==> config.mk <==
export PLATFORM = sky130hd
export DESIGN_NAME = current_tile_memory_flat
export DESIGN_NICKNAME = d
export VERILOG_FILES = /design/src/rtl/current_tile_memory_if.sv /design/src/rtl/current_tile_memory.sv /design/src/flat_wrapper.sv
export SDC_FILE = /design/constraint.sdc
export NUM_CORES = 1
export LEC_CHECK = 0
export CAP_MARGIN = 25
export CORE_AREA = 4 4 80 82
export CTS_BUF_LIST = sky130_fd_sc_hd__clkbuf_16
export CTS_CLUSTER_DIAMETER = 200
export DETAILED_ROUTE_END_ITERATION = 12
export DIE_AREA = 0 0 84 86
export PLACE_DENSITY = 0.66
export SLEW_MARGIN = 20
export SYNTH_ARGS = -nofsm -noshare
export SYNTH_HDL_FRONTEND = slang
export SYNTH_SLANG_ARGS = --single-unit
==> constraint.sdc <==
create_clock -name clk -period 3.05 [get_ports clk]
set_input_delay 0.305 -clock clk [delete_from_list [all_inputs] [get_ports clk]]
set_output_delay 0.305 -clock clk [all_outputs]
set_load 0.05 [all_outputs]
==> src/rtl/current_tile_memory_if.sv <==
// Tile-type package and the executor <-> current-tile-memory handshake interface.
// The master (executor) drives the strobes and new fields; the slave holds the tile state.
package current_tile_memory_pkg;
  typedef enum logic [2:0] {eNon, eI, eO, eT, eS, eZ, eJ, eL} tile_type_e;
endpackage

interface current_tile_memory_if #(
  parameter int unsigned width_p  = 16,
  parameter int unsigned height_p = 32
);
  import current_tile_memory_pkg::*;

  localparam int unsigned XW = $clog2(width_p);
  localparam int unsigned YW = $clog2(height_p);

  logic            set_v;
  tile_type_e      set_type;
  logic [1:0]      set_angle;
  logic            pos_set_v;
  logic [XW-1:0]   set_x;
  logic [YW-1:0]   set_y;
  logic            cm_is_ready;
  tile_type_e      cur_type;
  logic [1:0]      cur_angle;
  logic [XW-1:0]   cur_x;
  logic [YW-1:0]   cur_y;
  logic            cell_v;
  logic [1:0]      cell_idx;
  logic [XW:0]     cell_x;
  logic [YW:0]     cell_y;
  logic            in_bounds;

  modport master (
    output set_v, set_type, set_angle, pos_set_v, set_x, set_y,
    input  cm_is_ready, cur_type, cur_angle, cur_x, cur_y,
    input  cell_v, cell_idx, cell_x, cell_y, in_bounds
  );

  modport slave (
    input  set_v, set_type, set_angle, pos_set_v, set_x, set_y,
    output cm_is_ready, cur_type, cur_angle, cur_x, cur_y,
    output cell_v, cell_idx, cell_x, cell_y, in_bounds
  );
endinterface

==> src/rtl/current_tile_memory.sv <==
// Holds the active tile and, after each accepted set strobe, walks its four cells through a
// shape ROM, presenting absolute board coordinates and an in-bounds summary.
module current_tile_memory
  import current_tile_memory_pkg::*;
#(
  parameter int unsigned width_p  = 16,
  parameter int unsigned height_p = 32
) (
  input  logic                 clk,
  input  logic                 rst_n,
  current_tile_memory_if.slave bus
);

  localparam int unsigned XW  = $clog2(width_p);
  localparam int unsigned YW  = $clog2(height_p);
  localparam int unsigned CXW = XW + 1;
  localparam int unsigned CYW = YW + 1;
  localparam logic [CXW-1:0] XLim = CXW'(width_p);
  localparam logic [CYW-1:0] YLim = CYW'(height_p);

  typedef enum logic [0:0] {eIDLE, eWALK} state_e;

  // Each entry packs four {dx,dy} nibbles, cell 0 in the top nibble.
  function automatic logic [15:0] shape_rom(tile_type_e t, logic [1:0] a);
    logic [15:0] s;
    s = 16'h0000;
    case (t)
      eI: s = a[0] ? 16'h89AB : 16'h159D;
      eO: s = 16'h4859;
      eT: case (a) 2'd0: s = 16'h4159; 2'd1: s = 16'h4596; 2'd2: s = 16'h1596; default: s = 16'h4156; endcase
      eS: case (a) 2'd0: s = 16'h4815; 2'd1: s = 16'h459A; 2'd2: s = 16'h5926; default: s = 16'h0156; endcase
      eZ: case (a) 2'd0: s = 16'h0459; 2'd1: s = 16'h8596; 2'd2: s = 16'h156A; default: s = 16'h4152; endcase
      eJ: case (a) 2'd0: s = 16'h0159; 2'd1: s = 16'h4856; 2'd2: s = 16'h159A; default: s = 16'h4526; endcase
      eL: case (a) 2'd0: s = 16'h8159; 2'd1: s = 16'h456A; 2'd2: s = 16'h1592; default: s = 16'h0456; endcase
      default: s = 16'h0000;
    endcase
    return s;
  endfunction

  state_e          state_q;
  tile_type_e      type_q;
  logic [1:0]      angle_q;
  logic [XW-1:0]   x_q;
  logic [YW-1:0]   y_q;
  logic            ready_q, cell_v_q, in_bounds_q;
  logic [1:0]      idx_q;
  logic [CXW-1:0]  cell_x_q;
  logic [CYW-1:0]  cell_y_q;

  logic            start;
  tile_type_e      nxt_type;
  logic [1:0]      nxt_angle, nxt_idx;
  logic [XW-1:0]   nxt_x;
  logic [YW-1:0]   nxt_y;
  logic [15:0]     shape;
  logic [3:0]      nib;
  logic [CXW-1:0]  nxt_cx;
  logic [CYW-1:0]  nxt_cy;
  logic            nxt_ok;

  // Next presented cell uses the incoming fields on the accepting edge.
  always_comb begin
    start     = (state_q == eIDLE) && (bus.set_v || bus.pos_set_v);
    nxt_type  = (start && bus.set_v) ? bus.set_type : type_q;
    nxt_angle = (start && bus.set_v) ? bus.set_angle : angle_q;
    nxt_x     = (start && bus.pos_set_v) ? bus.set_x : x_q;
    nxt_y     = (start && bus.pos_set_v) ? bus.set_y : y_q;
    nxt_idx   = start ? 2'd0 : idx_q + 2'd1;
    shape     = shape_rom(nxt_type, nxt_angle);
    case (nxt_idx)
      2'd0:    nib = shape[15:12];
      2'd1:    nib = shape[11:8];
      2'd2:    nib = shape[7:4];
      default: nib = shape[3:0];
    endcase
    nxt_cx = {1'b0, nxt_x} + CXW'(nib[3:2]);
    nxt_cy = {1'b0, nxt_y} + CYW'(nib[1:0]);
    nxt_ok = (nxt_type == eNon) || ((nxt_cx < XLim) && (nxt_cy < YLim));
  end

  always_ff @(posedge clk or negedge rst_n) begin
    if (!rst_n) begin
      state_q     <= eIDLE;
      type_q      <= eNon;
      angle_q     <= 2'd0;
      x_q         <= '0;
      y_q         <= '0;
      ready_q     <= 1'b1;
      cell_v_q    <= 1'b0;
      idx_q       <= 2'd0;
      cell_x_q    <= '0;
      cell_y_q    <= '0;
      in_bounds_q <= 1'b1;
    end else begin
      case (state_q)
        eIDLE: begin
          if (start) begin
            state_q     <= eWALK;
            type_q      <= nxt_type;
            angle_q     <= nxt_angle;
            x_q         <= nxt_x;
            y_q         <= nxt_y;
            ready_q     <= 1'b0;
            idx_q       <= nxt_idx;
            cell_v_q    <= (nxt_type != eNon);
            cell_x_q    <= nxt_cx;
            cell_y_q    <= nxt_cy;
            in_bounds_q <= nxt_ok;
          end
        end
        default: begin
          if (idx_q == 2'd3) begin
            state_q  <= eIDLE;
            ready_q  <= 1'b1;
            cell_v_q <= 1'b0;
          end else begin
            idx_q       <= nxt_idx;
            cell_v_q    <= (type_q != eNon);
            cell_x_q    <= nxt_cx;
            cell_y_q    <= nxt_cy;
            in_bounds_q <= in_bounds_q && nxt_ok;
          end
        end
      endcase
    end
  end

  assign bus.cm_is_ready = ready_q;
  assign bus.cur_type    = type_q;
  assign bus.cur_angle   = angle_q;
  assign bus.cur_x       = x_q;
  assign bus.cur_y       = y_q;
  assign bus.cell_v      = cell_v_q;
  assign bus.cell_idx    = idx_q;
  assign bus.cell_x      = cell_x_q;
  assign bus.cell_y      = cell_y_q;
  assign bus.in_bounds   = in_bounds_q;

endmodule

==> src/flat_wrapper.sv <==
// flat-port wrapper written by rule: the top's interface ports become plain ports
module current_tile_memory_flat import current_tile_memory_pkg::*;
#(
  parameter int unsigned width_p  = 16,
  parameter int unsigned height_p = 32
)
  (clk, rst_n, bus_set_v, bus_set_type, bus_set_angle, bus_pos_set_v, bus_set_x, bus_set_y, bus_cm_is_ready, bus_cur_type, bus_cur_angle, bus_cur_x, bus_cur_y, bus_cell_v, bus_cell_idx, bus_cell_x, bus_cell_y, bus_in_bounds);
  current_tile_memory_if #(.width_p(width_p), .height_p(height_p)) bus_i ();
  input  logic clk;
  input  logic rst_n;
  input wire logic [$bits(bus_i.set_v)-1:0] bus_set_v;
  input wire logic [$bits(bus_i.set_type)-1:0] bus_set_type;
  input wire logic [$bits(bus_i.set_angle)-1:0] bus_set_angle;
  input wire logic [$bits(bus_i.pos_set_v)-1:0] bus_pos_set_v;
  input wire logic [$bits(bus_i.set_x)-1:0] bus_set_x;
  input wire logic [$bits(bus_i.set_y)-1:0] bus_set_y;
  output wire logic [$bits(bus_i.cm_is_ready)-1:0] bus_cm_is_ready;
  output wire logic [$bits(bus_i.cur_type)-1:0] bus_cur_type;
  output wire logic [$bits(bus_i.cur_angle)-1:0] bus_cur_angle;
  output wire logic [$bits(bus_i.cur_x)-1:0] bus_cur_x;
  output wire logic [$bits(bus_i.cur_y)-1:0] bus_cur_y;
  output wire logic [$bits(bus_i.cell_v)-1:0] bus_cell_v;
  output wire logic [$bits(bus_i.cell_idx)-1:0] bus_cell_idx;
  output wire logic [$bits(bus_i.cell_x)-1:0] bus_cell_x;
  output wire logic [$bits(bus_i.cell_y)-1:0] bus_cell_y;
  output wire logic [$bits(bus_i.in_bounds)-1:0] bus_in_bounds;
  assign bus_i.set_v = bus_set_v;
  assign bus_i.set_type = bus_set_type;
  assign bus_i.set_angle = bus_set_angle;
  assign bus_i.pos_set_v = bus_pos_set_v;
  assign bus_i.set_x = bus_set_x;
  assign bus_i.set_y = bus_set_y;
  assign bus_cm_is_ready = bus_i.cm_is_ready;
  assign bus_cur_type = bus_i.cur_type;
  assign bus_cur_angle = bus_i.cur_angle;
  assign bus_cur_x = bus_i.cur_x;
  assign bus_cur_y = bus_i.cur_y;
  assign bus_cell_v = bus_i.cell_v;
  assign bus_cell_idx = bus_i.cell_idx;
  assign bus_cell_x = bus_i.cell_x;
  assign bus_cell_y = bus_i.cell_y;
  assign bus_in_bounds = bus_i.in_bounds;
  current_tile_memory #(.width_p(width_p), .height_p(height_p)) u_core (.clk(clk), .rst_n(rst_n), .bus(bus_i));
endmodule
==> results of run 1 <==
[final cells by class]
type / count / area share
clock buffers: 5 / 0.03638
clock inverters: 3 / 0.01128
inverters: 14 / 0.01601
multi-input cells: 178 / 0.4194
flip-flops and latches: 31 / 0.2263
well taps: 75 / 0.02728
repair buffers: 103 / 0.2634
[stage by stage]
step                       TNS, ns  hold WS, ns  utilization
final                     -0.04778       0.4218       0.5987
after floorplan            -0.1580     0.009409            -
after detailed placement    -3.414       0.4706       0.5486
after global placement      -3.069       0.4606       0.5486
after global routing       -0.3991       0.4575       0.5987
after CTS                 -0.01759       0.4392       0.5891
[repair_timing]
| item | in CTS | in global routing |
|---|---|---|
| pin swaps | 1 | 4 |
| setup endpoints to repair | 8 | 10 |
| resized for setup | 11 | 15 |
| gates cloned | 0 | 0 |
| setup buffers | 3 | 1 |
| hold endpoints to repair | 0 | 0 |
[worst register-to-register path: cells and delay by family (launching register included)]
family                   cells  cell delay, ns
adder cells (fa/ha/maj)      3            0.75
multiplexers                 1            0.36
AND/OR/NAND/NOR              3            0.70
AO/OA/AOI/OAI                5            0.82
flip-flops                   1            0.38
[cells in the final DEF, fill, tap and decap left out, types with 2 or more instances in the layout]
| cell | instances |
|---|---|
| sky130_fd_sc_hd__or3_1 | 2 |
| sky130_fd_sc_hd__nor3b_1 | 2 |
| sky130_fd_sc_hd__ha_4 | 2 |
| sky130_fd_sc_hd__a211oi_2 | 2 |
| sky130_fd_sc_hd__dfrtp_1 | 29 |
| sky130_fd_sc_hd__clkinv_1 | 2 |
| sky130_fd_sc_hd__inv_1 | 8 |
| sky130_fd_sc_hd__mux2i_1 | 8 |
| sky130_fd_sc_hd__a21oi_1 | 8 |
| sky130_fd_sc_hd__o211ai_1 | 5 |
| sky130_fd_sc_hd__nor4_2 | 2 |
| sky130_fd_sc_hd__mux2i_4 | 3 |
| sky130_fd_sc_hd__o31ai_1 | 3 |
| sky130_fd_sc_hd__mux2_4 | 3 |
| sky130_fd_sc_hd__xor2_1 | 2 |
| sky130_fd_sc_hd__clkbuf_16 | 5 |
| sky130_fd_sc_hd__ha_2 | 5 |
| sky130_fd_sc_hd__nor2_1 | 9 |
| sky130_fd_sc_hd__mux2_2 | 13 |
| sky130_fd_sc_hd__a21o_1 | 3 |
| sky130_fd_sc_hd__inv_2 | 4 |
| sky130_fd_sc_hd__fa_2 | 2 |
| sky130_fd_sc_hd__nand2b_1 | 2 |
| sky130_fd_sc_hd__o21ai_0 | 12 |
| sky130_fd_sc_hd__xnor2_1 | 5 |
| sky130_fd_sc_hd__nor3_1 | 5 |
| sky130_fd_sc_hd__o22ai_1 | 3 |
| sky130_fd_sc_hd__a31oi_1 | 5 |
| sky130_fd_sc_hd__o21bai_1 | 2 |
| sky130_fd_sc_hd__dfstp_2 | 2 |
| sky130_fd_sc_hd__nand3_1 | 6 |
| sky130_fd_sc_hd__ha_1 | 5 |
| sky130_fd_sc_hd__o21ai_1 | 3 |
| sky130_fd_sc_hd__o2111ai_1 | 2 |
| sky130_fd_sc_hd__nor4bb_1 | 2 |
| sky130_fd_sc_hd__buf_4 | 54 |
| sky130_fd_sc_hd__nand2_1 | 32 |
| sky130_fd_sc_hd__clkdlybuf4s50_1 | 46 |
[layer usage]
layer,track usage,share of wire,vias to the layer above
met1,0.2349,0.44,1002
met4,0.06140,0.018,0
met2,0.2965,0.48,77
met5,0,0,-
met3,0.04131,0.063,11
li1,-,-,1051
[flip-flops by register name (all words and copies together) (netlist names), 2 cells and up]
name,count
u_core.bus.cell_idx,2
u_core.bus.cell_x,5
u_core.bus.cell_y,6
u_core.bus.cur_angle,2
u_core.bus.cur_type,3
u_core.bus.cur_x,4
u_core.bus.cur_y,5
[cell families after synthesis]
kind of cell             count (synthesis)  share of synthesized area
multiplexers                            27                     0.1437
AO/OA/AOI/OAI                           63                     0.1905
flip-flops                              31                     0.3506
adder cells (fa/ha/maj)                 14                    0.08568
buffers and inverters                   26                    0.05411
XOR/XNOR                                 7                    0.02762
AND/OR/NAND/NOR                         67                     0.1477
[how the worst max path moves through the flow]
stage | from | to | depth (start not counted)
after floorplan | u_core.state_q | u_core.bus.cell_x[4] | 13
after global routing | u_core.state_q | u_core.bus.in_bounds | 12
final | u_core.state_q | u_core.bus.in_bounds | 12
after global placement | bus_set_v | u_core.bus.cell_y[2] | 13
after detailed placement | bus_set_v | u_core.bus.cell_x[3] | 14
after CTS | u_core.state_q | u_core.bus.cell_x[4] | 11
==> flow_summary.ini, run 1 <==
[outcome]
result_of_the_run = complete, but fails checks
failed_checks = setup timing

[final_layout]
multi_input_comb_area_um2 = 1443
post_route_cells_drive_above_1_share = 0.3383
seq_area_um2 = 778.2
diodes = 0
final_cells = 409
final_nets = 365
postLayoutCellArea_um2 = 3440
fillCellCount = 510
syn_to_final_growth_pct = 54.96

[sta]
min_period_ns = 3.081
max_clock_freq_mhz = 324.6
final_min_period_over_clock_period = 1.010
timing.final.hold_violations = 0
transition_at_the_pin_with_the_smallest_max_transition_slack_ns = 0.5188
rsz_0062_raised_after_global_routing = true
final_setup_fails = 2
timing.final.max_slew_violations = 0
skew_ns = 0.003378
layout_setup_ws_ns = -0.03104
timing.slew.headroom = 0.6531

[logic_synthesis]
post_synth_num_cell_types = 52
synth.ff_latch_count = 31
synthesis.area_um2 = 2220
synthTopCellsByCount = sky130_fd_sc_hd__nand2_1 (32), sky130_fd_sc_hd__dfrtp_1 (29), sky130_fd_sc_hd__mux2_2 (16)
synth_largest_area_cell = sky130_fd_sc_hd__dfrtp_1
synthesis.instances = 235
synth.yosys.warnings = 0
ys_async_sr_fraction = 1.000
synthMostInstantiatedCell = sky130_fd_sc_hd__nand2_1
synth_sequential_area_ratio = 0.3506
synth_enable_flop_cells = 0
post_synth.cell_area_avg_um2 = 9.445
yosys_most_used_dff = sky130_fd_sc_hd__dfrtp_1
post_synth_main_area_contributors = sky130_fd_sc_hd__dfrtp_1 (33%), sky130_fd_sc_hd__mux2_2 (8.1%), sky130_fd_sc_hd__ha_1 (6.8%), sky130_fd_sc_hd__nand2_1 (5.4%), sky130_fd_sc_hd__mux2i_1 (3.6%)
synth_top_cell_area_share = 0.3269
postSynthNetCount = 267

[setup_path]
r2r_setup_slack_ns = -0.03
cp-end-kind = flop
critical_path_buf_inv_count = 0
timing.critical_path.fanout_max = 6
worstReg2RegStart = u_core.state_q
worstPathRequired_ns = 3.27
worst_ep_arrival_time_ns = 3.30
timing.critical_path.slowest_cell_delay_ns = 0.38
end_of_the_worst_register_to_register_path = u_core.bus.in_bounds
worst-setup-path-type = reg2reg
timing.critical_path.from_type = flop
worst-r2r-cell-count = 12
cp_cell_sequence = nand2b_4, mux2_4, ha_4, a32o_1, or3_1, a22oi_2, a211oi_2, ha_2, fa_2, and3_4, o21ai_0, o21a_1
critical_path.top_delay_family = compound AO/OA/AOI/OAI gates
timing.critical_path.slowest_stage_cell = sky130_fd_sc_hd__dfrtp_1

[floorplanning]
rows = 28
core_box_area_um2 = 5746
die_area_um2 = 7224
die_w_um = 84
die_h_um = 86
ioPinCount = 48
start_util = 0.3863

[global_route]
grt_antenna_before_repair = 0
grt.overflow.total = 0
first_pass_grt_wire_length_um = 10500
grt_pass1_vias = 2176
grt.total_usage = 0.1803
grt_start_max_net_pins = 32

[routing]
drc_errors = 0
detail_route.wl_per_cell_um = 15.90
count_of_tritonroute_iterations_in_the_first_routing_pass = 4
wl_um = 6503
antenna_violating_nets_post_route = 0
via_per_inst = 5.235
detailroute.via_count = 2141
first_iter_violations = 162

[place]
post-dp-hpwl_um = 4979
gpl.final_weighted_congestion = 0.9475
placed_instances = 397
preCtsSetupSlack_ns = -0.4473
dpl-instance-area_um2 = 3152
buffer_ports.inserted = 47

[clocking]
clk_root_buf = sky130_fd_sc_hd__clkbuf_16
clock_insertion_delay_at_the_later_pin_of_the_skew_report_ns = 0.27
cts_htree_levels = 2
clk_pin_slew_ns = 0.05
cts_tree = yes
cts_buffers = 5
tritoncts_num_sinks = 31
cts_hold_repair.buffers = 0
clockBufferDepth = 2

[hold_path]
holdCritPathClass = in2async

[flow_run]
cap_violations = 0
Power of run 1 is not shown: default switching activity piles up to over one toggle a cycle in this logic, so the estimate is an artifact.
==> run 2: changes to the inputs <==
Settings changed: PLACE_DENSITY 0.66 to not set.
Clock period 3.05 ns to 3.55 ns, I/O delays scaled along.
==> flow_summary.ini, run 2 (same netlist as run 1, synthesis figures left out) <==
[outcome]
result_of_the_run = finished, final reports clean

[setup_path]
cp_cell_sequence = clkdlybuf4s50_1, nand2b_4, mux2_2, ha_2, a32o_1, or3_1, a22oi_1, a211oi_1, ha_1, fa_1, and3_1, mux2_2
cp_common_cell = sky130_fd_sc_hd__mux2_2
worstReg2RegStart = u_core.state_q
worst-r2r-cell-count = 11
critPathLaunch = bus_set_v
worst_ep_arrival_time_ns = 3.49
timing.critical_path.slowest_cell_delay_ns = 0.47
worst-setup-path-type = in2reg
timing.critical_path.from_type = input port
timing.critical_path.slowest_stage_cell = sky130_fd_sc_hd__clkdlybuf4s50_1
cp-end-kind = flop
timing.critical_path.fanout_max = 6
worstPathRequired_ns = 3.71

[clocking]
tritoncts_num_sinks = 31
cts_tree = yes
clk_pin_slew_ns = 0.05
cts_htree_levels = 2
clockBufferDepth = 2
clk_root_buf = sky130_fd_sc_hd__clkbuf_16
clock_insertion_delay_at_the_later_pin_of_the_skew_report_ns = 0.28
cts_buffers = 5

[final_layout]
layout_common_cells = sky130_fd_sc_hd__clkdlybuf4s50_1 (47), sky130_fd_sc_hd__buf_4 (43), sky130_fd_sc_hd__nand2_1 (32)
final_nets = 352
final_cells = 396
fin_util = 0.5571
diodes = 0
post_route_cells_drive_above_1_share = 0.2492
number_of_flip_flops_under_the_largest_register_name = 6
postLayoutCellArea_um2 = 3201
syn_to_final_growth_pct = 44.19
layout_commonest_cell = sky130_fd_sc_hd__clkdlybuf4s50_1

[routing]
detailroute.via_count = 2111
wl_um = 6544
first_iter_violations = 118
antenna_violating_nets_post_route = 0
count_of_tritonroute_iterations_in_the_first_routing_pass = 4
via_per_inst = 5.331
detail_route.wl_per_cell_um = 16.53
drc_errors = 0

[global_route]
grt_pass1_vias = 2121
grt.total_usage = 0.1904
first_pass_grt_wire_length_um = 10890
grt.overflow.total = 0
top_usage_layer = met2
grt_antenna_before_repair = 0
groute.layer.met1.usage = 0.2463
grt_start_max_net_pins = 32
gr-usage-met2 = 0.3145
use_met3 = 0.04611

[floorplanning]
rows = 28
die_h_um = 86
die_area_um2 = 7224
core_box_area_um2 = 5746
ioPinCount = 48
die_w_um = 84
start_util = 0.3863

[sta]
max_clock_freq_mhz = 300.1
timing.final.hold_violations = 0
transition_at_the_pin_with_the_smallest_max_transition_slack_ns = 0.5177
skew_ns = 0.003613
timing.final.max_slew_violations = 0
finalSetupTns_ns = 0
final_min_period_over_clock_period = 0.9387
min_period_ns = 3.332
timing.slew.headroom = 0.6538
rsz_0062_raised_after_global_routing = false
final_setup_fails = 0

[place]
dpl-instance-area_um2 = 3017
buffer_ports.inserted = 47
post-dp-hpwl_um = 4980
gpl.final_weighted_congestion = 0.8915
placed_instances = 385

[flow_run]
cap_violations = 0

[hold_path]
holdCritPathClass = in2async
==> run 2: changes by cell type in the layout (fill, tap and decap cells not counted), sizes merged <==
cell,before,now
clkinv,3,2
clkinvlp,0,1
bufinv,1,0
clkdlybuf4s50,46,47
inv,13,14
buf,56,43
dlygate4sd2,1,0
==> run 2: through the flow <==
stage | setup slack [ns] | hold slack, ns
after CTS | 0.1441 | 0.4880
after global placement | -0.1121 | 0.4612
final | 0.2178 | 0.4792
after floorplan | 0.2190 | 0.05941
after global routing | 0.05132 | 0.5038
after detailed placement | -0.1414 | 0.4732
==> run 2: final cells by class <==
class	instances	area [µm²]
Clock inverter	3	16.27
Inverter	14	52.55
Multi-Input combinational cell	178	1341
Clock buffer	5	125.1
Fill cell	557	2545
Timing Repair Buffer	90	793.3
Tap cell	75	93.84
Sequential cell	31	778.2
==> run 2: final timing paths <==
| check | to | slack (ns) |
|---|---|---|
| hold reg to reg | u_core.bus.cell_y[1] | 0.49 |
| min in group clk | u_core.bus.cell_y[1] | 0.49 |
| max in group asynchronous | u_core.bus.cm_is_ready | 2.73 |
| hold / removal | u_core.bus.cur_y[4] | 0.48 |
| setup reg to reg | u_core.bus.cell_x[4] | 0.40 |
| setup / recovery | u_core.bus.cell_x[4] | 0.22 |
==> run 2: metal layers <==
| metal | up-vias | share of wire |
|---|---|---|
| li1 | 1026 | - |
| met1 | 1007 | 0.45 |
| met2 | 66 | 0.48 |
| met3 | 12 | 0.047 |
| met4 | 0 | 0.020 |
| met5 | - | 0 |
==> run 2: what timing repair did <==
item,4_1_cts,5_1_grt
buffers inserted,0,3
hold buffers,0,0
endpoints found under the setup margin,0,3
resized for setup,0,5
==> run 2: worst max-delay path, delay by kind of cell <==
kind,cells,cell delay [ns]
compound gates,3,0.50
fa+ha+maj,3,0.90
simple gates,3,0.62
mux,2,0.66
buf+inv,1,0.47
Power of run 2 is left out for the same reason.
==> RTL change, RTL diff (config.mk and constraints of run 1) <==
Reset style: synchronous (`rst_n`), changed in one clocked block.
--- a/src/rtl/current_tile_memory.sv
+++ b/src/rtl/current_tile_memory.sv
@@ -79,5 +79,5 @@
   end
 
-  always_ff @(posedge clk or negedge rst_n) begin
+  always_ff @(posedge clk) begin
     if (!rst_n) begin
       state_q     <= eIDLE;
Behaviour: differs if rst_n is asserted again (counterexample within 4 cycles, from zero or initial values and one cycle with rst_n low); with rst_n held inactive, the same outputs for 10 cycles.
==> RTL change against run 1 <==
- sequential cell count unchanged
- synthesized area down 0.11%
- wire length up 16%
- die area unchanged
- synthesized cell count up 16%
- sequential share of layout area down 5.2 points
- the flow still finishes with violations (setup timing)
- design area up 3.6%
- global-route usage up 2.3 points
- via count up 14%
- worst setup slack better by 4.1 ps
Power is left out: it rests on default switching activity, and per cell area and clock period it moved more than threefold.
==> RTL change: results (changes against run 1) <==
clkTransAtPathRegs_ps: 50  # about the same
remaining_drc_errors: 0  # unchanged
clockBufferDepth: 2  # unchanged
synth_mux_area_share_pct: 11.7  # -2.7 points
grt_pass1_vias: 2400  # +10%
hp-class: "reg -> reg"
place.gp.congestion: 0.973  # +2.7%
ys_top_cells_by_area: "dfxtp_1 28%, a21oi_1 7.0%, ha_1 6.8%"
grt_util_all_layers_pct: 20.4  # +2.3 points
async_flop_share_pct: 0  # -100 points
post_synth_xor_area_fraction_pct: 1.19  # -1.6 points
drive_gt1_share_pct: 30.7  # -3.1 points
nets: 403  # +10%
cts_max_level: 2  # unchanged
fin_tns_setup_ps: -35.8  # +12.0 ps
via_per_inst: 5.45  # +4.1%
arrival_ps: 3290  # about the same
synth_compound_area_share_pct: 23.6  # +4.5 points
synth_cell_type_count: 53  # +1.9%
synth_top_family_by_area: "compound AO/OA/AOI/OAI gates"
detailedRoute.firstIterationViolations: 166  # +2.5%
synth.yosys.seq_area_share_pct: 28.0  # -7.1 points
core_um2: 5750  # unchanged
yosys-top-cells-count: "37 x nand2_1, 31 x a21oi_1, 31 x dfxtp_1"
antennaDiodeCount: 0  # unchanged
hold_slack_ps: 451  # +28.9 ps
wl_per_cell_um: 16.9  # +6.2%
antenna_found_initial: 0  # unchanged
cp_max_fo: 5  # -1
setup_viol: 2  # unchanged
grt_max_degree: 16  # -50%
dp_hpwl_mm: 5.56  # +12%
violations: "setup timing"
insertion_delay_ps: 270  # about the same
grt_pass1_wl_mm: 11.9  # +14%
drt_pre_antenna_iters: 7  # +3
cp_slowest_cell: "fa_2"
synth_fa_ha_area_share_pct: 8.58  # +0.0097 points
cp_top_family: "compound AO/OA/AOI/OAI gates"
largest_reg_flops: 6  # unchanged
timing.final.ws_setup_ps: -26.9  # +4.12 ps
io_buffers: 47  # unchanged
status: "finished with violations"
ant_nets: 0  # unchanged
yosys_warnings: 0  # unchanged
cts_root_buf: "clkbuf_16"
fin_skew_ps: 4.81  # +1.43 ps
cts_made_buffers: 5  # unchanged
maxSlewHeadroom_pct: 53.5  # -12 points
critPathMaxStageDelay_ps: 370
synth_nets: 305  # +14%
==> RTL change: cell count changes in the layout (fill, tap and decap cells not counted), sizes merged, moves of 6 or more <==
cell,delta
a21oi,+23
dfrtp,-29
dfxtp,+31
inv,-6
mux2,-9
nor2,+10
==> RTL change: cell families (layout without fill, tap and decap cells) <==
family                   Yosys count  count (layout)
multiplexers                      21              21
buffers and inverters             25             123
XOR/XNOR                           3               3
adder cells (fa/ha/maj)           14              14
AND/OR/NAND/NOR                   96              96
flip-flops                        31              31
AO/OA/AOI/OAI                     83              83
==> RTL change: area by class of cell <==
cell class                      instances  area, um^2
Clock inverter                          2        8.76
Fill cell                             518        2180
Clock buffer                            5         125
Tap cell                               75        93.8
Inverter                                8        37.5
Timing Repair Buffer                  108        1000
Sequential cell                        31         622
Multi-Input combinational cell        217        1670
==> RTL change: through the flow <==
stage	area [um^2]	instances	utilization (%)	setup slack, ps
floorplan	2310	273	-	-50.5
global placement	3170	429	55.1	-599
detailed placement	3170	429	55.1	-620
CTS	3350	438	58.3	1.82
global route	3560	446	62.0	-186
finish	3560	446	62.0	-26.9
==> RTL change: worst paths after layout <==
check | slack (ps) | endpoint | from | cells after the start
setup / recovery | -30 | u_core.bus.in_bounds | u_core.state_q | 15
setup reg to reg | -30 | u_core.bus.in_bounds | u_core.state_q | 15
hold / removal | 450 | u_core.bus.cell_x[0] | u_core.bus.cell_x[0] | 2
hold reg to reg | 450 | u_core.bus.cell_x[0] | u_core.bus.cell_x[0] | 2
==> RTL change: timing repair <==
action | 4_1_cts | 5_1_grt
buffers inserted | 3 | 7
setup endpoints to repair | 10 | 10
gates cloned | 0 | 1
resized for setup | 9 | 24
hold endpoints to repair | 0 | 0
hold buffers | 0 | 0
pin swaps | 7 | 8
==> RTL change: per-layer routing <==
layer | GRT usage (%) | vias up | wire length [um]
met2 | 36.4 | 86 | 3720
met5 | 0 | - | 0
li1 | - | 1182 | -
met1 | 24.5 | 1149 | 3230
met4 | 4.97 | 0 | 121
met3 | 5.09 | 14 | 459
==> RTL change: tightest hold or removal path: stages, from the launching register on <==
cell     delay, ps
dfxtp_1        300
nand2_1         50
a21oi_1         50
